--- src/rtl/fetch_pkg.sv ---
// Shared types for the instruction fetch front end: fetch packet layout,
// skid-buffer state encoding and instruction size.
package fetch_pkg;

    localparam int unsigned FETCH_XLEN  = 32;
    localparam int unsigned INSTR_BYTES = 4;

    typedef struct packed {
        logic [FETCH_XLEN-1:0] pc;
        logic [FETCH_XLEN-1:0] instr;
        logic                  pred_taken;
        logic [FETCH_XLEN-1:0] pred_target;
    } fetch_pkt_t;

    typedef enum logic {
        RUN  = 1'b0,
        SKID = 1'b1
    } fetch_state_t;

endpackage

--- src/rtl/fetch_skid_buf.sv ---
// One-entry skid buffer holding the memory response that arrives while
// decode is stalled; its RUN/SKID state gates new fetch requests.
module fetch_skid_buf
    import fetch_pkg::*;
(
    input  logic         clk,
    input  logic         rst,
    input  logic         load,
    input  logic         unload,
    input  logic         flush,
    input  fetch_pkt_t   load_pkt,
    output logic         valid,
    output fetch_pkt_t   pkt,
    output fetch_state_t state
);

    always_ff @(posedge clk) begin
        if (!rst || flush) begin
            state <= RUN;
            valid <= 1'b0;
        end else begin
            case (state)
                RUN: begin
                    if (load) begin
                        pkt   <= load_pkt;
                        valid <= 1'b1;
                        state <= SKID;
                    end
                end
                SKID: begin
                    if (unload) begin
                        valid <= 1'b0;
                        state <= RUN;
                    end
                end
                default: begin
                    valid <= 1'b0;
                    state <= RUN;
                end
            endcase
        end
    end

endmodule

--- src/rtl/fetch_stage.sv ---
// Instruction fetch front end: PC register (F1), 1-cycle memory response (F2)
// and a registered output packet to decode, with a skid buffer for stalls.
module fetch_stage
    import fetch_pkg::*;
#(
    parameter int unsigned     XLEN     = 32,
    parameter logic [XLEN-1:0] RESET_PC = 32'h0000_0000
) (
    input  logic            clk,
    input  logic            rst,
    output logic            imemReq,
    output logic [XLEN-1:0] imemAddr,
    input  logic [XLEN-1:0] imemRdata,
    output logic [XLEN-1:0] bpPc,
    input  logic            bpHit,
    input  logic [XLEN-1:0] bpTarget,
    input  logic            exRedirect,
    input  logic [XLEN-1:0] exRedirectPc,
    output logic            idValid,
    input  logic            idReady,
    output logic [XLEN-1:0] idPc,
    output logic [XLEN-1:0] idInstr,
    output logic            idPredTaken,
    output logic [XLEN-1:0] idPredTarget
);

    logic [XLEN-1:0] pc;
    logic            f2_valid;
    logic [XLEN-1:0] f2_pc;
    logic            f2_pred_taken;
    logic [XLEN-1:0] f2_pred_target;
    logic            out_valid;
    fetch_pkt_t      out_pkt;
    fetch_pkt_t      f2_pkt;
    fetch_pkt_t      skid_pkt;
    logic            skid_valid;
    fetch_state_t    state;
    logic            can_adv;
    logic            issue;
    logic            skid_load;
    logic            skid_unload;

    always_comb begin
        can_adv     = !out_valid || idReady;
        issue       = rst && !exRedirect && (state == RUN) && (can_adv || !f2_valid);
        skid_load   = rst && !exRedirect && (state == RUN) && !can_adv && f2_valid;
        skid_unload = (state == SKID) && can_adv;
        f2_pkt      = '{pc:          f2_pc,
                        instr:       imemRdata,
                        pred_taken:  f2_pred_taken,
                        pred_target: f2_pred_target};
    end

    fetch_skid_buf u_skid (
        .clk      (clk),
        .rst      (rst),
        .load     (skid_load),
        .unload   (skid_unload),
        .flush    (exRedirect),
        .load_pkt (f2_pkt),
        .valid    (skid_valid),
        .pkt      (skid_pkt),
        .state    (state)
    );

    // Redirect outranks stall and prediction; everything in flight is dropped.
    always_ff @(posedge clk) begin
        if (!rst) begin
            pc        <= RESET_PC;
            f2_valid  <= 1'b0;
            out_valid <= 1'b0;
        end else if (exRedirect) begin
            pc        <= {exRedirectPc[XLEN-1:2], 2'b00};
            f2_valid  <= 1'b0;
            out_valid <= 1'b0;
        end else begin
            f2_valid <= issue;
            if (issue) begin
                f2_pc          <= pc;
                f2_pred_taken  <= bpHit;
                f2_pred_target <= bpTarget;
                pc             <= bpHit ? bpTarget : pc + XLEN'(INSTR_BYTES);
            end
            if (can_adv) begin
                if (skid_valid) begin
                    out_pkt   <= skid_pkt;
                    out_valid <= 1'b1;
                end else begin
                    out_valid <= f2_valid;
                    if (f2_valid) begin
                        out_pkt <= f2_pkt;
                    end
                end
            end
        end
    end

    assign imemReq      = issue;
    assign imemAddr     = pc;
    assign bpPc         = pc;
    assign idValid      = out_valid;
    assign idPc         = out_pkt.pc;
    assign idInstr      = out_pkt.instr;
    assign idPredTaken  = out_pkt.pred_taken;
    assign idPredTarget = out_pkt.pred_target;

endmodule

--- config.mk ---
export PLATFORM = sky130hd
export DESIGN_NAME = fetch_stage
export DESIGN_NICKNAME = d
export VERILOG_FILES = /design/src/rtl/fetch_pkg.sv /design/src/rtl/fetch_skid_buf.sv /design/src/rtl/fetch_stage.sv
export SDC_FILE = /design/constraint.sdc
export NUM_CORES = 1
export LEC_CHECK = 0
export BUFFER_PORTS_ARGS = -buffer_cell sky130_fd_sc_hd__buf_2
export CORE_UTILIZATION = 49
export DETAILED_ROUTE_END_ITERATION = 12
export GPL_TIMING_DRIVEN = 0
export PLACE_DENSITY_LB_ADDON = 0.08
export RECOVER_POWER = 50
export SLEW_MARGIN = 20
export SYNTH_ARGS = -nofsm -noshare
export SYNTH_HDL_FRONTEND = slang
export SYNTH_SLANG_ARGS = --single-unit
--- constraint.sdc ---
create_clock -name clk -period 6.7 [get_ports clk]
set_clock_uncertainty 0.2 [all_clocks]
set_input_delay 1.34 -clock clk [delete_from_list [all_inputs] [get_ports clk]]
set_output_delay 1.34 -clock clk [all_outputs]
set_load 0.05 [all_outputs]
== Word level (Yosys, flattened, before mapping) ==
Cells that the tools add are included.
Word-level totals
  flip-flop bits (word level): 295
  bits of input ports: 101
  word-level logic and storage cells: 57
Operators by class
  $add $sub $neg: 1
  equality and inequality tests: 2
  muxes and demuxes: 12
  bitwise logic cells: 4
  reductions and logical operators: 21
Operators by type and width (count)
  97-bit two-way mux: 2
  32-bit two-way mux: 3
  32-bit by 3-bit adder with 32-bit output, second input constant: 1
  1-bit logical AND: 6
  3-bit AND reduction: 2
  1-bit zero test: 5
  1-bit two-way mux: 5
  2-bit != test, second input constant: 2
  1-bit NOT: 4
  1-bit one-hot mux with 2 select lines: 2
  4-bit AND reduction: 1
  2-bit nonzero test: 2
  1-bit logical OR: 3
  2-bit AND reduction: 1
  2-bit OR reduction: 1

== Longest topological paths before layout ==
  depth after elaboration: 7
  mapped depth: 7

== Hierarchy ==
A second synthesis with hierarchy kept.
Unflattened totals
  cell total of the unflattened synthesis: 686
  area, all modules: 11448.5 um^2
By module, submodules not included
  fetch_stage: instances 1, cells an instance 580, area each 8434.3 um^2
  fetch_skid_buf: instances 1, cells an instance 106, area each 3014.1 um^2

== Least setup slack after synthesis ==
OpenSTA, ideal clock, no wires.
  path kind: input port to flip-flop
  start: input exRedirect
  end: register u_skid.pkt[0] in the netlist's numbering (enable)
  data arrival time: 6.055 ns
  data required time: 5.946 ns
  path slack: -0.108 ns
  stages on the path: 3
  path through: clkbuf_1 -> or3b_2 -> nor2_1
Between the ends
  cells in the longest elaborated chain, start to end: 6
  elaborated cells between the ends (all ways): 8
Ends and longest elaborated chain
  start, declared: line fetch_stage.sv:17  | input logic exRedirect,
  1-bit zero test: line fetch_stage.sv:46  | skid_load = rst && !exRedirect && (state == RUN) && !can_adv && f2_valid;
  1-bit logical AND (4 in a row): line fetch_stage.sv:46
  3-bit AND reduction (no source line) (*)
  end signal, assigned: line fetch_skid_buf.sv:25  | pkt <= load_pkt;
  end, declared: line fetch_skid_buf.sv:13  | output fetch_pkt_t pkt,
Every way passes the cells marked *; elsewhere a longest branch is shown, timed or not.
A chain may end at the register's enable or synchronous reset.

== Worst setup path in the final report ==
  start: input idReady
  end: output imemReq
Between the ends
  cells in the longest elaborated chain, start to end: 3
Ends and longest elaborated chain
  start, declared: line fetch_stage.sv:20  | input logic idReady,
  1-bit logical OR: line fetch_stage.sv:44  | can_adv = !out_valid || idReady;
  1-bit logical OR: line fetch_stage.sv:45  | issue = rst && !exRedirect && (state == RUN) && (can_adv || !f2_valid);
  1-bit logical AND: line fetch_stage.sv:45
  end, declared: line fetch_stage.sv:11  | output logic imemReq,
No other way between the ends.

==> impl_metrics.tcl <==
set metrics [dict create \
    worstPathArrival_ps 3820 \
    finalCoreUtilization 0.6226 \
    synth_top_cell_by_area "edfxtp_1" \
    syn_nets 806 \
    ys_dominant_reg_cell "edfxtp_1" \
    hold_violations 0 \
    multi_input_area_mm2 0.002654 \
    dr.pass1.iters 5 \
    dieArea_mm2 0.02416 \
    synth_area_mm2 0.01154 \
    yosysWarnings 0 \
    post-route-drc-count 0 \
    dieWidth_um 155.4 \
    grt_pass1_wl_um 40160 \
    worstSetupPathType "in -> out" \
    ctsHoldBuffers 0 \
    grt_start_max_net_pins 40 \
    finalCritPeriodShare 0.7995 \
    io_pins 264 \
    drtIter0Drc 506 \
    drive_gt1_frac 0.3025 \
    clkLatencyLatePin_ps 550 \
    area_delta_synth_final_pct 23.31 \
    gp_routability_congestion 0.8843 \
    post-route-min-period_ps 5356 \
    grt_overflow 0 \
    combPwrFrac 0.087 \
    antenna_found_initial 3 \
    synth-edff-count 259 \
    power_switching_share 0.2355 \
    layout_commonest_cell "edfxtp_1" \
    wl_per_cell_um 20.17 \
    fill_cells 1852 \
    cts_tree "done" \
    maxSlewHeadroom -0.3079 \
    p_per_area_mw_per_mm2 285.5 \
    power.internal_uw 3105 \
    postSynth.asyncResetShare 0 \
    setup_viol 0 \
    tightest_slew_ps 1955 \
    clockBufferDepth 3 \
    core_area_mm2 0.02285 \
    synth_cells 704 \
    clockPowerShare 0.396 \
    synth_cell_types 60 \
    slew_viol_final 15 \
    post_cts_buffers 0 \
    start_util 0.5049 \
    postRouteWirelength_um 27090 \
    htree_num_levels 1 \
    synth_area_leaders "edfxtp_1, mux2_2, dfxtp_1" \
    rows 55 \
    grt_pass1_vias 6804 \
    seqPwrFrac 0.517 \
    nNetsFinal 1107 \
    die_y_um 155.4 \
    cp-start-kind "primary input" \
    drv_cap 1 \
    synth.top_cell.area_share 0.6742 \
    cts_sinks 295 \
    clock.fmax_mhz 186.7 \
    numPortBuffers 260 \
    ys_seq_elements 295 \
    crit_path_max_fanout 10 \
    dp.cells 1286 \
    syn_area_per_cell_um2 16.39 \
    ant_nets 0 \
    worstPathRequired_ps 5160 \
    p_switching_uw 956.3 \
    ir_drop_mv 0.1704 \
    rsz0062_at_grt "false" \
    p_leak_uw 0.004938 \
    status "complete, but fails checks" \
    violations "max-capacitance violations, max-slew violations" \
    via_count 7087 \
    cts_buffers 30 \
    cts_root_buf "clkbuf_16" \
    viasPerCell 5.277 \
    final_cell_mix "edfxtp_1, clkbuf_1, buf_2, mux2_2, dfxtp_1" \
    track_usage 0.2221 \
    hold_class "reg -> reg" \
    dpl.hpwl_um 18870 \
    power_uw 4061 \
    final-seq-area_mm2 0.008498 \
    crit_path_end_kind "output pin" \
    ys_seq_area_frac 0.7367 \
    cts_resized 0 \
    path_clk_slew_ps 60 \
    final_cells 1343 \
]
## Yosys cell counts (2+ instances only)
cell and instances:
nor2_2 2, nand4_1 13, inv_1 5, a222oi_1 4, nor3_2 3, nand3_1 12
nand2_1 31, a21o_1 3, inv_2 2, a22oi_1 10, a32oi_1 2, buf_4 32
o21ai_0 16, nor2_1 22, and3_1 6, edfxtp_1 259, mux2_2 97, a21oi_1 16
nor3b_1 4, and4_1 5, a221oi_1 2, buf_1 2, a31oi_1 2, o22ai_1 12
nor4_1 4, o211ai_1 3, nor2b_1 2, o221ai_1 3, xnor2_1 13, xor2_1 8
dfxtp_1 36, nand2b_1 4, nand3b_1 2, nor3_1 11, mux2i_1 7, clkbuf_1 25
## area by class of cell
cell class / instances / share of cell area
plain buffers: 62 / 0.02551
inverters: 7 / 0.002023
multi-input cells: 340 / 0.1866
clock inverters: 10 / 0.007037
flip-flops and latches: 295 / 0.5974
repair buffers: 269 / 0.09394
well taps: 313 / 0.02753
diodes: 2 / 0.0003518
clock buffers: 45 / 0.05964
## worst max-delay path, stage by stage
cell	delay (ps)
clkbuf_1	100
and3b_1	240
nor2_1	620
nand2_1	540
inv_2	340
buf_2	310
buf_2	320
## cell families after synthesis
group                      count (synthesis)  share of synthesized area
AOI/OAI and AO/OA                         82                    0.04762
DFF                                      295                     0.7367
and+or+nand+nor                          132                    0.06421
muxes                                    104                     0.1008
adders and majority gates                  1                   0.001084
xor gates and xnor gates                  21                    0.01594
buffers and inverters                     69                    0.03373
## state kept, by name, summed over array words and instances (netlist names), named ones only
signal,cells
u_skid.valid,1
idPc,32
f2_pc,32
bpPc,30
idValid,1
idPredTaken,1
f2_pred_taken,1
f2_valid,1
idInstr,32
u_skid.pkt,97
f2_pred_target,32
idPredTarget,32
u_skid.state,1
## power groups by stage
| stage | registers (uW) | clock network [uW] | logic (uW) |
|---|---|---|---|
| 3_5_place_dp | 2140 | 0 | 362 |
| 4_1_cts | 2100 | 1640 | 363 |
| 5_1_grt | 2110 | 1710 | 375 |
| 3_3_place_gp | 2140 | 0 | 353 |
| 6_report | 2100 | 1610 | 354 |
| 2_1_floorplan | 2210 | 0 | 165 |
## layer usage
layer | vias up | wire [um] | GRT usage
li1 | 3310 | - | -
met1 | 3452 | 11780 | 0.3003
met2 | 282 | 12550 | 0.3575
met3 | 41 | 2203 | 0.05933
met4 | 2 | 548 | 0.05649
met5 | - | 12 | 0
## per-stage QoR
stage | setup TNS [ps] | instance area [um2] | setup WS (ps) | hold WS [ps]
after floorplan | 0 | 11540 | 58.39 | 222.2
after global placement | -331010 | 13230 | -3227 | 224.4
after detailed placement | 0 | 13460 | 1722 | 233.4
after CTS | 0 | 14410 | 1697 | 241.5
after global routing | 0 | 14220 | 1279 | 250.6
final | 0 | 14220 | 1344 | 239.5
## final timing paths
kind	slack [ps]	end	cells after the start	startpoint
max	1340	imemReq	7	idReady
min	240	u_skid.pkt[13]	0	f2_pred_target[13]
max reg2reg	2910	idInstr[8]	7	u_skid.valid
min reg2reg	240	u_skid.pkt[13]	0	f2_pred_target[13]
(Power assumes the default switching activity.)
